### config.mk
export PLATFORM = sky130hd
export DESIGN_NAME = link_fetch_sequencer_flat
export DESIGN_NICKNAME = d
export VERILOG_FILES = /design/src/rtl/mip_pkg.sv /design/src/rtl/link_fetch_sequencer_if.sv /design/src/rtl/link_fetch_stage.sv /design/src/rtl/link_fetch_sequencer.sv /design/src/flat_wrapper.sv
export SDC_FILE = /design/constraint.sdc
export NUM_CORES = 1
export LEC_CHECK = 0
export CAP_MARGIN = 40
export CORE_ASPECT_RATIO = 1.25
export CORE_MARGIN = 2
export CORE_UTILIZATION = 41
export CTS_CLUSTER_SIZE = 12
export DETAILED_ROUTE_END_ITERATION = 6
export GPL_TIMING_DRIVEN = 0
export PLACE_DENSITY = 0.85
export SYNTH_ARGS = -nofsm -noshare
export SYNTH_HDL_FRONTEND = slang
export SYNTH_SLANG_ARGS = --single-unit
### constraint.sdc
create_clock -name clk -period 3.3 [get_ports clk]
set_input_delay 0.825 -clock clk [delete_from_list [all_inputs] [get_ports clk]]
set_output_delay 0.825 -clock clk [all_outputs]
set_load 0.05 [all_outputs]
### src/rtl/mip_pkg.sv
// Shared types and default widths for the mass-interaction pipeline.
package mip_pkg;

    localparam int MIP_SIZE       = 27;
    localparam int MIP_ADDR_WIDTH = 4;
    localparam int MIP_LINK_WIDTH = 4;

    typedef logic signed [MIP_SIZE-1:0] mass_word_t;

    typedef enum logic [1:0] {
        IDLE  = 2'd0,
        ISSUE = 2'd1,
        DRAIN = 2'd2
    } fetch_state_e;

endpackage

### src/rtl/link_fetch_sequencer_if.sv
// Output beat of the link fetch sequencer: one link's two mass states per valid/ready transfer.
interface link_fetch_sequencer_if #(
    parameter int SIZE       = 27,
    parameter int LINK_WIDTH = 4
);
    logic                   out_valid;
    logic                   out_ready;
    logic signed [SIZE-1:0] out_p1;
    logic signed [SIZE-1:0] out_p2;
    logic [LINK_WIDTH-1:0]  out_link;

    modport master (
        output out_valid,
        output out_p1,
        output out_p2,
        output out_link,
        input  out_ready
    );

    modport slave (
        input  out_valid,
        input  out_p1,
        input  out_p2,
        input  out_link,
        output out_ready
    );
endinterface

### src/rtl/link_fetch_stage.sv
// Output register capturing the mass-RAM read data for one link.
// LINK_FETCH_FWD_EN: substitute a same-cycle RAM write for the stale read data.
module link_fetch_stage #(
    parameter int SIZE       = 27,
    parameter int ADDR_WIDTH = 4,
    parameter int LINK_WIDTH = 4
) (
    input  logic                   clk,
    input  logic                   reset,
    input  logic                   adv_i,
    input  logic                   v_i,
    input  logic [LINK_WIDTH-1:0]  link_i,
    input  logic [ADDR_WIDTH-1:0]  r_addr1_i,
    input  logic [ADDR_WIDTH-1:0]  r_addr2_i,
    input  logic signed [SIZE-1:0] q1_i,
    input  logic signed [SIZE-1:0] q2_i,
    input  logic                   snoop_we_i,
    input  logic [ADDR_WIDTH-1:0]  snoop_w_addr_i,
    input  logic signed [SIZE-1:0] snoop_d_i,
    output logic                   valid_o,
    output logic signed [SIZE-1:0] p1_o,
    output logic signed [SIZE-1:0] p2_o,
    output logic [LINK_WIDTH-1:0]  link_o
);

    logic                   valid_q;
    logic signed [SIZE-1:0] p1_q, p1_d;
    logic signed [SIZE-1:0] p2_q, p2_d;
    logic [LINK_WIDTH-1:0]  link_q;

    always_comb begin
        p1_d = q1_i;
        p2_d = q2_i;
`ifdef LINK_FETCH_FWD_EN
        if (snoop_we_i && (snoop_w_addr_i == r_addr1_i)) p1_d = snoop_d_i;
        if (snoop_we_i && (snoop_w_addr_i == r_addr2_i)) p2_d = snoop_d_i;
`endif
    end

`ifndef LINK_FETCH_FWD_EN
    logic unused_snoop;
    assign unused_snoop = ^{snoop_we_i, snoop_w_addr_i, snoop_d_i, r_addr1_i, r_addr2_i};
`endif

    always_ff @(posedge clk) begin
        if (reset) begin
            valid_q <= 1'b0;
            p1_q    <= '0;
            p2_q    <= '0;
            link_q  <= '0;
        end else if (adv_i) begin
            valid_q <= v_i;
            p1_q    <= p1_d;
            p2_q    <= p2_d;
            link_q  <= link_i;
        end
    end

    assign valid_o = valid_q;
    assign p1_o    = p1_q;
    assign p2_o    = p2_q;
    assign link_o  = link_q;

endmodule

### src/rtl/link_fetch_sequencer.sv
// Walks the link table for one frame and streams each link's two mass states downstream.
// LINK_FETCH_FWD_EN enables write-snoop forwarding in the output stage.
module link_fetch_sequencer
    import mip_pkg::*;
#(
    parameter int SIZE       = MIP_SIZE,
    parameter int ADDR_WIDTH = MIP_ADDR_WIDTH,
    parameter int LINK_WIDTH = MIP_LINK_WIDTH
) (
    input  logic                   clk,
    input  logic                   reset,
    input  logic                   start,
    input  logic [LINK_WIDTH:0]    num_links,
    output logic [LINK_WIDTH-1:0]  link_addr,
    input  logic [ADDR_WIDTH-1:0]  link_m1,
    input  logic [ADDR_WIDTH-1:0]  link_m2,
    output logic [ADDR_WIDTH-1:0]  r_addr_q1,
    output logic [ADDR_WIDTH-1:0]  r_addr_q2,
    input  logic signed [SIZE-1:0] q1,
    input  logic signed [SIZE-1:0] q2,
    input  logic                   snoop_we,
    input  logic [ADDR_WIDTH-1:0]  snoop_w_addr,
    input  logic signed [SIZE-1:0] snoop_d,
    output logic                   busy,
    output logic                   done,
    link_fetch_sequencer_if.master out_if
);

    localparam logic [LINK_WIDTH:0]   CNT_ONE  = 1;
    localparam logic [LINK_WIDTH-1:0] LINK_ONE = 1;

    fetch_state_e          state_q, state_d;
    logic [LINK_WIDTH:0]   count_q, count_d;
    logic [LINK_WIDTH-1:0] link_addr_q, link_addr_d;
    logic                  done_q, done_d;

    logic [ADDR_WIDTH-1:0] s1_m1_q, s1_m2_q;
    logic [LINK_WIDTH-1:0] s1_link_q;
    logic                  s1_v_q;

    logic                  out_valid;
    logic                  adv;
    logic [LINK_WIDTH:0]   last_idx;

    // The whole pipe stalls as one unit whenever a beat is held downstream.
    assign adv      = !out_valid || out_if.out_ready;
    assign last_idx = count_q - CNT_ONE;

    always_comb begin
        state_d     = state_q;
        count_d     = count_q;
        link_addr_d = link_addr_q;
        done_d      = 1'b0;
        case (state_q)
            IDLE: begin
                if (start) begin
                    if (num_links != '0) begin
                        count_d     = num_links;
                        link_addr_d = '0;
                        state_d     = ISSUE;
                    end else begin
                        done_d = 1'b1;
                    end
                end
            end
            ISSUE: begin
                if (adv) begin
                    if ({1'b0, link_addr_q} == last_idx) state_d = DRAIN;
                    else                                link_addr_d = link_addr_q + LINK_ONE;
                end
            end
            DRAIN: begin
                // S1 empty and the output register either empty or handing off now.
                if (!s1_v_q && adv) begin
                    done_d  = 1'b1;
                    state_d = IDLE;
                end
            end
            default: state_d = IDLE;
        endcase
    end

    always_ff @(posedge clk) begin
        if (reset) begin
            state_q     <= IDLE;
            count_q     <= '0;
            link_addr_q <= '0;
            done_q      <= 1'b0;
            s1_m1_q     <= '0;
            s1_m2_q     <= '0;
            s1_link_q   <= '0;
            s1_v_q      <= 1'b0;
        end else begin
            state_q     <= state_d;
            count_q     <= count_d;
            link_addr_q <= link_addr_d;
            done_q      <= done_d;
            if (adv) begin
                s1_m1_q   <= link_m1;
                s1_m2_q   <= link_m2;
                s1_link_q <= link_addr_q;
                s1_v_q    <= (state_q == ISSUE);
            end
        end
    end

    assign link_addr = link_addr_q;
    assign r_addr_q1 = s1_m1_q;
    assign r_addr_q2 = s1_m2_q;
    assign busy      = (state_q != IDLE);
    assign done      = done_q;

    logic signed [SIZE-1:0] p1, p2;
    logic [LINK_WIDTH-1:0]  link_out;

    link_fetch_stage #(
        .SIZE       (SIZE),
        .ADDR_WIDTH (ADDR_WIDTH),
        .LINK_WIDTH (LINK_WIDTH)
    ) u_stage (
        .clk            (clk),
        .reset          (reset),
        .adv_i          (adv),
        .v_i            (s1_v_q),
        .link_i         (s1_link_q),
        .r_addr1_i      (s1_m1_q),
        .r_addr2_i      (s1_m2_q),
        .q1_i           (q1),
        .q2_i           (q2),
        .snoop_we_i     (snoop_we),
        .snoop_w_addr_i (snoop_w_addr),
        .snoop_d_i      (snoop_d),
        .valid_o        (out_valid),
        .p1_o           (p1),
        .p2_o           (p2),
        .link_o         (link_out)
    );

    assign out_if.out_valid = out_valid;
    assign out_if.out_p1    = p1;
    assign out_if.out_p2    = p2;
    assign out_if.out_link  = link_out;

endmodule

### src/flat_wrapper.sv
// flat-port wrapper written by rule: the top's interface ports become plain ports
module link_fetch_sequencer_flat import mip_pkg::*;
#(
    parameter int SIZE       = MIP_SIZE,
    parameter int ADDR_WIDTH = MIP_ADDR_WIDTH,
    parameter int LINK_WIDTH = MIP_LINK_WIDTH
)
  (clk, reset, start, num_links, link_addr, link_m1, link_m2, r_addr_q1, r_addr_q2, q1, q2, snoop_we, snoop_w_addr, snoop_d, busy, done, out_if_out_valid, out_if_out_p1, out_if_out_p2, out_if_out_link, out_if_out_ready);
  link_fetch_sequencer_if #(.SIZE(SIZE), .LINK_WIDTH(LINK_WIDTH)) out_if_i ();
  input  logic clk;
  input  logic reset;
  input  logic start;
  input  logic [LINK_WIDTH:0] num_links;
  output logic [LINK_WIDTH-1:0] link_addr;
  input  logic [ADDR_WIDTH-1:0] link_m1;
  input  logic [ADDR_WIDTH-1:0] link_m2;
  output logic [ADDR_WIDTH-1:0] r_addr_q1;
  output logic [ADDR_WIDTH-1:0] r_addr_q2;
  input  logic signed [SIZE-1:0] q1;
  input  logic signed [SIZE-1:0] q2;
  input  logic snoop_we;
  input  logic [ADDR_WIDTH-1:0] snoop_w_addr;
  input  logic signed [SIZE-1:0] snoop_d;
  output logic busy;
  output logic done;
  output wire logic [$bits(out_if_i.out_valid)-1:0] out_if_out_valid;
  output wire logic [$bits(out_if_i.out_p1)-1:0] out_if_out_p1;
  output wire logic [$bits(out_if_i.out_p2)-1:0] out_if_out_p2;
  output wire logic [$bits(out_if_i.out_link)-1:0] out_if_out_link;
  input wire logic [$bits(out_if_i.out_ready)-1:0] out_if_out_ready;
  assign out_if_out_valid = out_if_i.out_valid;
  assign out_if_out_p1 = out_if_i.out_p1;
  assign out_if_out_p2 = out_if_i.out_p2;
  assign out_if_out_link = out_if_i.out_link;
  assign out_if_i.out_ready = out_if_out_ready;
  link_fetch_sequencer #(.SIZE(SIZE), .ADDR_WIDTH(ADDR_WIDTH), .LINK_WIDTH(LINK_WIDTH)) u_core (.clk(clk), .reset(reset), .start(start), .num_links(num_links), .link_addr(link_addr), .link_m1(link_m1), .link_m2(link_m2), .r_addr_q1(r_addr_q1), .r_addr_q2(r_addr_q2), .q1(q1), .q2(q2), .snoop_we(snoop_we), .snoop_w_addr(snoop_w_addr), .snoop_d(snoop_d), .busy(busy), .done(done), .out_if(out_if_i));
endmodule
### Word-level counts from Yosys, hierarchy flattened

Index checks and enable logic that the tools add are counted.

| word-level totals | value |
|---|---|
| bits in registers | 84 |
| bits in latches | 0 |
| RAM bits | 0 |
| bits in read-only memories | 0 |
| input port bits | 103 |
| output and inout port bits | 73 |
| word-level logic and storage cells | 49 |
| memories kept | 0 |

| operators by class | value |
|---|---|
| add/sub/neg operators | 2 |
| multiply operators | 0 |
| divide/modulo/power cells | 0 |
| $lt $le $gt $ge | 0 |
| eq/ne operators | 9 |
| shift-type cells | 0 |
| mux-type cells | 15 |
| bitwise gates (word level) | 0 |
| reductions and logical operators | 11 |

Operator list:

| operator | number |
|---|---|
| 4-bit 2-to-1 mux | 4 |
| 2-bit 2-to-1 mux | 5 |
| 5-bit AND reduction | 2 |
| 2-bit by 1-bit != test with 1-bit output (second input constant) | 4 |
| 4-bit one-hot mux with 2 select lines | 1 |
| 2-bit one-hot mux with 3 select lines | 1 |
| 4-bit by 5-bit == test with 1-bit output | 1 |
| 5-bit nonzero test | 1 |
| 5-bit by 1-bit subtractor with 5-bit output (second input constant) | 1 |
| 4-bit by 1-bit adder with 4-bit output (second input constant) | 1 |
| 2-bit != test (second input constant) | 2 |
| 2-bit nonzero test | 2 |
| 1-bit 2-to-1 mux | 3 |
| 3-bit AND reduction | 1 |
| 2-bit by 1-bit == test with 1-bit output (second input constant) | 1 |
| 2-bit == test (second input constant) | 1 |
| 1-bit logical NOT | 2 |
| 2-bit logical NOT | 1 |
| 1-bit one-hot mux with 2 select lines | 1 |
| 1-bit logical AND | 1 |
| 1-bit logical OR | 1 |

### Logic depth before layout (Yosys ltp)

Gate-level depths: netlist of run 1.

| logic depth | value |
|---|---|
| word-level depth | 5 |
| gate-level depth with buffers | 7 |
| depth with buffers taken out | 7 |

### By module

Synthesis of run 1 repeated with hierarchy kept, for this count alone.

| unflattened totals | value |
|---|---|
| cells, all modules | 331 |
| area total of the unflattened synthesis | 3296.9 um2 |

By module, submodules not included:

| module | instances | cells each | area each (um2) | sequential area each (um2) |
|---|---|---|---|---|
| link_fetch_stage | 1 | 191 | 2092.0 | 1181.1 |
| link_fetch_sequencer | 1 | 140 | 1204.9 | 500.5 |

### Least setup slack after synthesis of run 1

OpenSTA, ideal clock, no wires.

| timing | value |
|---|---|
| kind | input port to flip-flop |
| start point | in num_links[0] |
| end point | reg u_core.link_addr_q[3], in the netlist u_core.link_addr[3] |
| library setup time | 0.092 ns |
| arrival time | 1.957 ns |
| required time | 3.208 ns |
| path slack | 1.251 ns |
| cell stages on the path | 5 |
| path buffers | 1 |
| path through | or4_1 o21ai_2 buf_4 a21oi_1 o32ai_1 |

| between the ends | value |
|---|---|
| cells in the longest elaborated chain, start to end | 3 |

RTL lines:

| item | RTL line | source |
|---|---|---|
| start: declaration | flat_wrapper.sv:13 | `input logic [LINK_WIDTH:0] num_links;` |
| 5-bit nonzero test | link_fetch_sequencer.sv:57 | `if (num_links != '0) begin` |
| 2-bit by 1-bit != test with 1-bit output (no line) | - |  |
| 5-bit AND reduction (no line) | - |  |
| end signal: assignment | link_fetch_sequencer.sv:96 | `link_addr_q <= link_addr_d;` |
| end: declaration | link_fetch_sequencer.sv:34 | `logic [LINK_WIDTH-1:0] link_addr_q, link_addr_d;` |

No other way between the ends.
A chain may end at the register's enable or synchronous reset.

### Final worst setup path of run 1

| timing | value |
|---|---|
| start point | reg u_core.state_q[1] |
| end point | out busy |

| between the ends | value |
|---|---|
| cells in the longest elaborated chain, start to end | 1 |

RTL lines:

| item | RTL line | source |
|---|---|---|
| start: declaration | link_fetch_sequencer.sv:32 | `fetch_state_e state_q, state_d;` |
| start signal: assignment | link_fetch_sequencer.sv:94 | `state_q <= state_d;` |
| 2-bit nonzero test | link_fetch_sequencer.sv:110 | `assign busy = (state_q != IDLE);` |
| end: declaration | flat_wrapper.sv:24 | `output logic busy;` |

No other way between the ends.

==> results of run 1 <==
-- placed cells by master, fill, tap and decap left out, types with 2 or more instances in the layout --
| cell type | Yosys | routed |
|---|---|---|
| dfxtp_1 | 84 | 84 |
| clkdlybuf4s50_1 | 0 | 143 |
| xnor2_1 | 4 | 4 |
| inv_1 | 4 | 4 |
| ha_1 | 2 | 2 |
| nor2_1 | 5 | 5 |
| nand3_1 | 3 | 3 |
| clkbuf_8 | 0 | 10 |
| nand2b_1 | 2 | 2 |
| a21oi_1 | 79 | 79 |
| nor2b_1 | 2 | 2 |
| xor2_1 | 3 | 3 |
| a22oi_1 | 2 | 2 |
| clkinvlp_4 | 0 | 2 |
| clkbuf_1 | 17 | 18 |
| buf_1 | 7 | 7 |
| nand2_1 | 150 | 150 |
| or4_1 | 2 | 2 |
| nor3b_1 | 3 | 3 |
-- cells by family after synthesis --
| group | share of synthesized area |
|---|---|
| flip-flops | 0.5400 |
| AO/OA/AOI/OAI | 0.1511 |
| AND/OR/NAND/NOR | 0.2403 |
| adder cells (fa/ha/maj) | 0.008034 |
| multiplexers | 0.003214 |
| XOR/XNOR | 0.01969 |
| buffers and inverters | 0.03777 |
-- registers in the layout, summed over array words and instances, names as in the netlist --
| name | cells |
|---|---|
| u_core.count_q | 5 |
| u_core.done | 1 |
| u_core.link_addr | 4 |
| u_core.r_addr_q1 | 4 |
| u_core.r_addr_q2 | 4 |
| u_core.s1_link_q | 4 |
| u_core.s1_v_q | 1 |
| u_core.state_q | 2 |
| u_core.u_stage.link_o | 4 |
| u_core.u_stage.p1_o | 27 |
| u_core.u_stage.p2_o | 27 |
| u_core.u_stage.valid_o | 1 |
-- synth_stat cells, drive strengths merged --
library cell and count:
nor3 2, o21ai 1, mux2i 1, or2 1, nand3 3, a21oi 79
buf 9, o2111ai 1, inv 4, o32ai 1, and4 1, a21o 1
a22oi 2, nor4 1, nand2b 2, clkbuf 17, xnor2 4, ha 2
xor2 3, or3b 1, a22o 1, dfxtp 84, nor4b 1, nor3b 4
nor2b 2, or4 2, nand2 150, a211o 1, nor2 6, o41ai 1
-- how the worst min path moves through the flow --
stage                     depth (start not counted)                       to               startpoint
after floorplan                                   2      u_core.s1_link_q[0]      u_core.s1_link_q[0]
after global placement                            2  u_core.u_stage.p1_o[19]  u_core.u_stage.p1_o[19]
after detailed placement                          2   u_core.u_stage.p2_o[0]   u_core.u_stage.p2_o[0]
after CTS                                         2   u_core.u_stage.p2_o[0]   u_core.u_stage.p2_o[0]
after global routing                              2  u_core.u_stage.p1_o[11]  u_core.u_stage.p1_o[11]
final                                             2   u_core.u_stage.p2_o[0]   u_core.u_stage.p2_o[0]
-- metrics by stage --
stage	setup WS, ns	total power, W	hold slack, ns
finish	0.7320	0.002331	0.4501
global route	0.6651	0.002432	0.4773
CTS	0.7194	0.002352	0.4558
detailed placement	0.6934	0.001624	0.4439
global placement	0.7172	0.001615	0.4371
floorplan	1.251	0.001411	0.4321
-- report_power, final --
group / switching (W) / internal [W] / leakage (nW)
registers: 0.0000341 / 0.00107 / 0.695
logic: 0.000294 / 0.000203 / 1.11
clock network: 0.000360 / 0.000372 / 0.0959
-- area by class of cell --
type	count	area [um2]	share of cell area
Multi-Input combinational cell	274	1315	0.2705
Sequential cell	84	1682	0.3459
Timing Repair Buffer	143	1431	0.2945
Clock inverter	5	58.81	0.01210
Buffer	26	102.6	0.02111
Tap cell	92	115.1	0.02368
Inverter	4	15.01	0.003089
Clock buffer	11	141.4	0.02909
-- worst register-to-register path, delay by kind of cell (launching register included) --
family	cells	cell delay [ns]
AO/OA/AOI/OAI	1	0.27
buffers and inverters	1	0.07
adder cells (fa/ha/maj)	1	0.22
flip-flops	1	0.42
XOR/XNOR	1	0.17
AND/OR/NAND/NOR	3	0.75
-- per-layer routing --
layer  wire length (um)  global-route usage  share of wire  vias up
li1                   -                   -              -     1576
met4                159             0.07179          0.019        0
met1               3360              0.2326           0.39     1437
met5                  0                   0              0        -
met2               4365              0.3596           0.51      111
met3                658             0.07843          0.077       15
==> results by group, run 1 <==
Detailed routing
  • Routed Antenna Nets: 0
  • Detailed-route via count: 3139
  • Drt drc: 0
  • Number of vias per cell: 4.912
  • Routed WL per cell: 13.37 um
  • DRT iter0 DRCs: 122
  • Drt first pass iters: 4
  • Routed WL: 8543 um

Cells and area
  • Post-Layout Inst Area: 4861 um2
  • Nets: 647
  • Share of cells above drive strength 1: 0.04570
  • Area grow syn2layout: 56.09%
  • Layout fillers: 636
  • Post-route insts no fill: 639
  • Final core occ: 0.6607
  • N_diodes: 0

Timing
  • Clk_skew: 0.01316 ns
  • Hold Fails Final Rpt: 0
  • # setup viols final: 0
  • Slew margin rel.: 0.6436
  • Min cycle time layout: 2.568 ns
  • Final Max Slew Viols: 0
  • Fmax: 389.4 MHz
  • TNS Setup: 0 ns
  • RSZ-0062 raised after global routing: no
  • Final period util: 0.7782
  • Worst slew pin tran: 0.5329 ns

Worst setup path
  • Critical path depth: 2
  • Reg2reg setup slack: 1.31 ns
  • R2R depth: 7
  • Setup crit end kind: output pin
  • Slowest CP cell: clkdlybuf4s50_1
  • CP max FO: 7
  • Worst path cell trace: or2_2 -> clkdlybuf4s50_1
  • Worst R2R Start: u_core.count_q[0]
  • WP data arrival: 1.74 ns
  • Crit path from: u_core.state_q[1]
  • WS Path Type: reg -> out
  • CP required: 2.47 ns
  • Cell family with most CP delay: buffers and inverters
  • CP Buf/Inv Count: 1
  • Worst path max stage delay: 0.79 ns
  • Worst r2r dst: u_core.link_addr[2]
  • Worst Setup Start Kind: register
  • CP Capture Point: busy

Floorplanning
  • # rows: 35
  • Die Ht: 101.4 um
  • # IOs: 176
  • Core ar.: 7357 um2
  • Die area: 8313 um2
  • Die width: 81.95 um
  • Initial Util: 0.4233

Pwr
  • Leak: 1.899 nW
  • Worst vdd ir: 0.3420 mV
  • Pwr per Cell Area: 479.6 nW/um2

Global route
  • Global-route wire length before repair: 13340 um
  • Gr ovfl total: 0
  • GRT Total Usage: 0.2083
  • Largest net degree at the start of global routing: 15
  • Vias in the first global route: 2978
  • Initial antenna violation count: 0

Yosys
  • Mapped Cells: 388
  • Synth unique cells: 35
  • Mean Syn Cell Area: 8.026 um2
  • Synth top area share: 0.5400
  • Leading area contributor after synthesis: dfxtp_1
  • Netlist Area Pre-Place: 3114 um2
  • Syn_nets: 493
  • Area contributors post-synth: dfxtp_1 (54%), nand2_1 (18%), a21oi_1 (13%), clkbuf_1 (2.0%), xnor2_1 (1.1%)
  • Yosys warning count: 0
  • Seq/Total Area, Yosys: 0.5400
  • Post-synthesis register bit count: 84

Placed design
  • Placed cell areas: 4661 um2
  • # placed instances: 623
  • IO buf count: 143
  • GPL Wtd Cong: 0.8843
  • DPL Wire Length: 6355 um

CTS
  • Clock Latency Late Sink: 0.35 ns
  • Number of buffers created by CTS: 9
  • Max clock buf depth: 2
  • Clock Sinks: 84
  • CTS HTree Levels: 3
  • CTS tree: done
  • Clock-pin transition on the worst setup and hold timing paths: 0.08 ns
  • Resize count post-CTS: 0
  • Hold_buf cts: 0
  • Root buf cell: clkbuf_8
  • Post-CTS setup buffer count: 0

Flow run
  • Max Cap Viol: 0

Outcome
  • Status: complete, no violations

Min path
  • Worst hold path class: reg -> reg
(Power assumes the default switching activity.)
==> run 2: changes to the inputs <==
- CORE_UTILIZATION: 41 -> 38
- PLACE_DENSITY: 0.85 -> 0.8
- clock period: 3.3 -> 2.5 ns (I/O delays scaled with it)
==> run 2 against run 1 <==
Critical path depth unchanged. Routed wire length barely moved. Clock power increased by 41%. Count of clock-buffer cells in the layout unchanged. Non-clock buffer count unchanged. Flip-flop and latch count unchanged. Combinational power up 33%. Global-route usage decreased by 1.8 points. Highest routed layer unchanged.
==> results by group, run 2 (same netlist as run 1, synthesis figures left out) <==
Outcome
  • Status: complete, no violations

Global route
  • Vias in the first global route: 3076 (+3.3%)
  • Initial antenna violation count: 0 (unchanged)
  • Global-route wire length before repair: 13930 um (+4.4%)
  • Largest net degree at the start of global routing: 13 (-2)
  • Gr ovfl total: 0 (unchanged)
  • GRT Total Usage: 0.1900 (-0.01825)

Floorplanning
  • Core ar.: 7883 um2 (+7.1%)
  • Die width: 84.97 um (+3.7%)
  • Initial Util: 0.3951 (-0.02822)
  • # rows: 36 (+2.9%)
  • Die Ht: 105.2 um (+3.7%)
  • Die area: 8940 um2 (+7.5%)
  • # IOs: 176 (unchanged)

Detailed routing
  • Routed WL: 8535 um (about the same)
  • Routed WL per cell: 13.36 um (about the same)
  • Drt drc: 0 (unchanged)
  • Number of vias per cell: 4.894 (-0.38%)
  • Drt first pass iters: 4 (unchanged)
  • Detailed-route via count: 3127 (-0.38%)
  • Routed Antenna Nets: 0 (unchanged)
  • DRT iter0 DRCs: 117 (-4.1%)

Flow run
  • Max Cap Viol: 0 (unchanged)

Worst setup path
  • Worst R2R Start: u_core.count_q[0]
  • CP required: 1.88 ns (-0.59 ns)
  • Worst path cell trace: or2_2 -> clkdlybuf4s50_1
  • Worst Setup Start Kind: register
  • WP data arrival: 1.73 ns (about the same)
  • WS Path Type: reg -> out
  • CP Buf/Inv Count: 1 (unchanged)
  • Worst path max stage delay: 0.79 ns (about the same)
  • CP max FO: 7 (unchanged)
  • Cell family with most CP delay: buffers and inverters
  • Setup crit end kind: output pin
  • Slowest CP cell: clkdlybuf4s50_1
  • Crit path from: u_core.state_q[1]

Cells and area
  • Post-route insts no fill: 639 (unchanged)
  • Post-Layout Inst Area: 4876 um2 (+0.31%)
  • Multi-input logic area: 1315 um2 (unchanged)
  • Area grow syn2layout: 56.57%
  • Share of cells above drive strength 1: 0.04228 (-0.003424)
  • Layout fillers: 670 (+5.3%)
  • Nets: 647 (unchanged)
  • Most common cell after layout, fill and taps aside: nand2_1
  • N_diodes: 0 (unchanged)
  • Most frequent cells in the layout: nand2_1 (150), clkdlybuf4s50_1 (143), dfxtp_1 (84)
  • Seq. cell area: 1682 um2 (unchanged)

CTS
  • Resize count post-CTS: 0 (unchanged)
  • Post-CTS setup buffer count: 0 (unchanged)
  • Number of buffers created by CTS: 9 (unchanged)
  • Max clock buf depth: 2 (unchanged)
  • CTS HTree Levels: 3 (unchanged)
  • Clock Latency Late Sink: 0.34 ns (about the same)
  • Clock Sinks: 84 (unchanged)
  • Root buf cell: clkbuf_8
  • Hold_buf cts: 0 (unchanged)
  • Clock-pin transition on the worst setup and hold timing paths: 0.08 ns (about the same)
  • CTS tree: done

Pwr
  • Worst vdd ir: 0.4258 mV (+25%)
  • Pwr per Cell Area: 645.3 nW/um2 (+35%)
  • Leak: 1.910 nW (+0.60%)

Min path
  • Beginning of the worst hold path: u_core.u_stage.p1_o[25]
  • Worst hold path class: reg -> reg

Timing
  • Final Max Slew Viols: 0 (unchanged)
  • Slew margin rel.: 0.6293 (-0.01430)
  • Min cycle time layout: 2.352 ns
  • Fmax: 425.2 MHz
  • Hold Fails Final Rpt: 0 (unchanged)
  • Setup WS post-layout: 0.1479 ns (-0.5841 ns)
  • Worst slew pin tran: 0.5542 ns (+0.02138 ns)
  • Final period util: 0.9408
  • TNS Setup: 0 ns (unchanged)
  • Hold Slack: 0.4517 ns (+0.001551 ns)
  • RSZ-0062 raised after global routing: no
  • Clk_skew: 0.006509 ns (-0.006655 ns)
  • # setup viols final: 0 (unchanged)

Placed design
  • Placed cell areas: 4664 um2 (about the same)
  • DPL Wire Length: 6408 um (+0.84%)
  • # placed instances: 626 (+0.48%)
  • IO buf count: 143 (unchanged)
  • GPL Wtd Cong: 0.8258 (-6.6%)
  • Pre-CTS setup slack: 0.09948 ns (-0.5939 ns)
[run 2: changes by cell type in the layout (fill, tap and decap cells not counted), sizes merged]
cell and delta:
clkinvlp -2, clkinv -1, bufinv +1, inv -1
[run 2: worst register-to-register path: stages, from the launching register on]
cell,delay [ns]
dfxtp_1,0.40
inv_1,0.07
ha_1,0.22
nor3b_1,0.15
xor2_1,0.17
nor4_4,0.49
nor2_2,0.11
a211o_1,0.27
[run 2: cell type report]
cell class                 count  share of cell area
sequential                    84              0.3449
buffer                        26             0.02104
clock inverter                 2             0.01232
clock buffer                  11             0.03105
inverter                       4            0.003079
timing repair buffer         143              0.2936
tap                           95             0.02438
multi-input combinational    274              0.2697
[run 2: worst paths after layout]
path / cells past startpoint / end / slack, ns
max reg2reg: 7 / u_core.link_addr[2] / 0.52
min: 2 / u_core.u_stage.p1_o[25] / 0.45
max: 2 / busy / 0.15
min reg2reg: 2 / u_core.u_stage.p1_o[25] / 0.45
[run 2: per-layer routing]
metal	part of all wire	track usage	vias to the layer above
met5	0	0	-
met4	0.013	0.07370	0
met3	0.067	0.05717	10
met2	0.51	0.3398	108
met1	0.41	0.2073	1438
li1	-	-	1571
[run 2: stage by stage]
step / total power (W) / util
finish: 0.003147 / 0.6186
global route: 0.003283 / 0.6186
CTS: 0.003176 / 0.6186
detailed placement: 0.002145 / 0.5917
global placement: 0.002132 / 0.5917
floorplan: 0.001862 / -
[run 2: where the power goes]
| part | internal (W) | total [W] | switching, W | leakage (nW) |
|---|---|---|---|---|
| Combinational | 0.000269 | 0.000659 | 0.000390 | 1.11 |
| Clock | 0.000601 | 0.00103 | 0.000433 | 0.107 |
| Sequential | 0.00141 | 0.00145 | 0.0000433 | 0.695 |
| Total | 0.00228 | 0.00315 | 0.000866 | 1.91 |
==> run 3: changes to the inputs <==
- SKIP_LAST_GASP: default -> 1
==> results of run 3 <==
Final layout, timing and power as in run 2 (identical DEF).
==> variant: new RTL, config.mk and constraints of run 3 <==
Change the package constant `MIP_ADDR_WIDTH` from 4 to 5.
--- a/src/rtl/mip_pkg.sv
+++ b/src/rtl/mip_pkg.sv
@@ -2,7 +2,7 @@
 package mip_pkg;
 
     localparam int MIP_SIZE       = 27;
-    localparam int MIP_ADDR_WIDTH = 4;
+    localparam int MIP_ADDR_WIDTH = 5;
     localparam int MIP_LINK_WIDTH = 4;
 
     typedef logic signed [MIP_SIZE-1:0] mass_word_t;
Interface: changed (5 resized); port bits go from 176 to 181. The function was not compared with the original's and may differ.
==> variant against run 3 <==
  * Total power rose by 0.79%
  * Worst setup slack barely moved
  * Design area rose by 2.4%
  * Critical endpoint is now link_addr[2]
  * Sequential power rose by 3%
  * Routed wire length rose by 0.98%
  * Critical path type unchanged
  * Largest power group unchanged
  * Synthesized area rose by 2.9%
  * Non-clock buffer count rose by 5
  * Global-route usage barely moved
  * Sequential cell count rose by 2
  * Critical path depth fell by 1
  * Register-to-register slack improved by 90 ps
  * Cell count rose by 3.3%
==> variant: results (changes against run 3) <==
Run status
  – Status: completed

Min path
  – Hold Path End: u_core.u_stage.p2_o[26]
  – Hold path start: u_core.u_stage.p2_o[26]
  – Hold WC Path Type: reg2reg
  – Worst hold stages: 2 (unchanged)

Pwr
  – Gate power share: 20.9% (about the same)
  – Maximum vdd ir drop: 0.0003569 V (-16%)
  – P_clk: 1.02 mW
  – Leak: 1.943 nW (+1.7%)
  – Net Sw Frac: 28.39% (+0.87 points)
  – Comb pwr: 0.664 mW (+0.8%)

Placed design
  – Routability cong.: 0.8795 (+6.5%)
  – DP Worst Slack: 53.31 ps (-46.17 ps)
  – Hpwl dp: 6454 um (+0.71%)
  – Inst Count DP: 645 (+3.0%)
  – PortBufs: 146 (+2.1%)
  – Area of placed instances: 4787 um^2 (+2.6%)

Setup path
  – Delay of the slowest critical-path stage: 870 ps (+80 ps)
  – Critical Path End: link_addr[2]
  – Slowest-stage cell, CP: clkdlybuf4s50_1
  – Worst Path Arrival: 1730 ps (about the same)
  – Crit. Startpoint: u_core.link_addr[2]
  – CP delay by family, top: buffers and inverters
  – Register-to-register setup slack: 610 ps (+90 ps)
  – CP Max Fanout: 9 (+2)
  – Worst R2R End: u_core.link_addr[1]

Routing
  – Via count: 3,216 (+2.8%)
  – First drt pass iteration count: 4 (unchanged)
  – Drt wl/cell: 13.06 um (-2.2%)
  – Post-Route WL: 8619 um (+0.98%)
  – Drt initial violations: 173 (+48%)

Cells and area
  – Fillers: 727 (+8.5%)
  – Share of layout cells above drive strength 1: 3.197% (-1.0 points)
  – Final Cell Area: 4991 um^2 (+2.4%)
  – Ant diodes: 0 (unchanged)
  – Final nets: 667 (+3.1%)

Timing
  – Worst hold slack: 452.2 ps (+0.5640 ps)
  – Relative slew slack: 63.70% (+0.76 points)
  – Fin Clk Skew: 9.834 ps (+3.325 ps)
  – Crit path time final: 2352 ps (+0.2910 ps)

Yosys
  – Mapped Cells: 402 (+3.6%)
  – Largest cells by area after synthesis: dfxtp_1 (54%), nand2_1 (18%), a21oi_1 (12%), clkbuf_1 (1.8%), buf_1 (1.4%)
  – Post-synth top cells: nand2_1 (150), dfxtp_1 (86), a21oi_1 (78)
  – Fraction of registers with async set/reset: 0% (unchanged)
  – Mapped Nets: 510 (+3.4%)
  – Post-synthesis sequential area ratio: 53.73% (-0.27 points)
  – Post-synthesis cell type count: 32 (-8.6%)

GRT
  – First-pass GRT wire length: 14,230 um (+2.1%)
  – Total track usage: 19.05% (+0.046 points)
  – Pin count of the biggest net entering global routing: 14 (+1)
  – Vias in the first global route: 3,110 (+1.1%)

CTS
  – Clk root buf: clkbuf_8
  – Clock buffer depth: 2 (unchanged)
  – Setup repair bufs after CTS: 0 (unchanged)
  – Clock transition at path regs: 80 ps (about the same)
  – Resized cells post-CTS: 1 (+1)
-- variant: layout make-up --
class / count / share of cell area (%)
inverters: 4 / 0.3008
multi-input cells: 284 / 27.28
clock buffers: 11 / 2.632
repair buffers: 146 / 29.28
well taps: 97 / 2.432
clock inverters: 4 / 1.454
flip-flops and latches: 86 / 34.49
plain buffers: 28 / 2.131
-- variant: layer usage --
layer  up-vias  track usage, %  wire length [um]
li1       1628               -                 -
met1      1465           22.77              3467
met2       110           32.28              4365
met3        13           4.850               662
met4         0           7.710               125
met5         -               0                 0
-- variant: cells by family after synthesis --
kind of cell / count (synthesis) / synth area share [%]
adder cells (fa/ha/maj): 2 / 0.7808
AND/OR/NAND/NOR: 185 / 23.82
multiplexers: 3 / 0.9372
AO/OA/AOI/OAI: 89 / 15.58
XOR/XNOR: 5 / 1.367
flip-flops: 86 / 53.73
buffers and inverters: 32 / 3.787
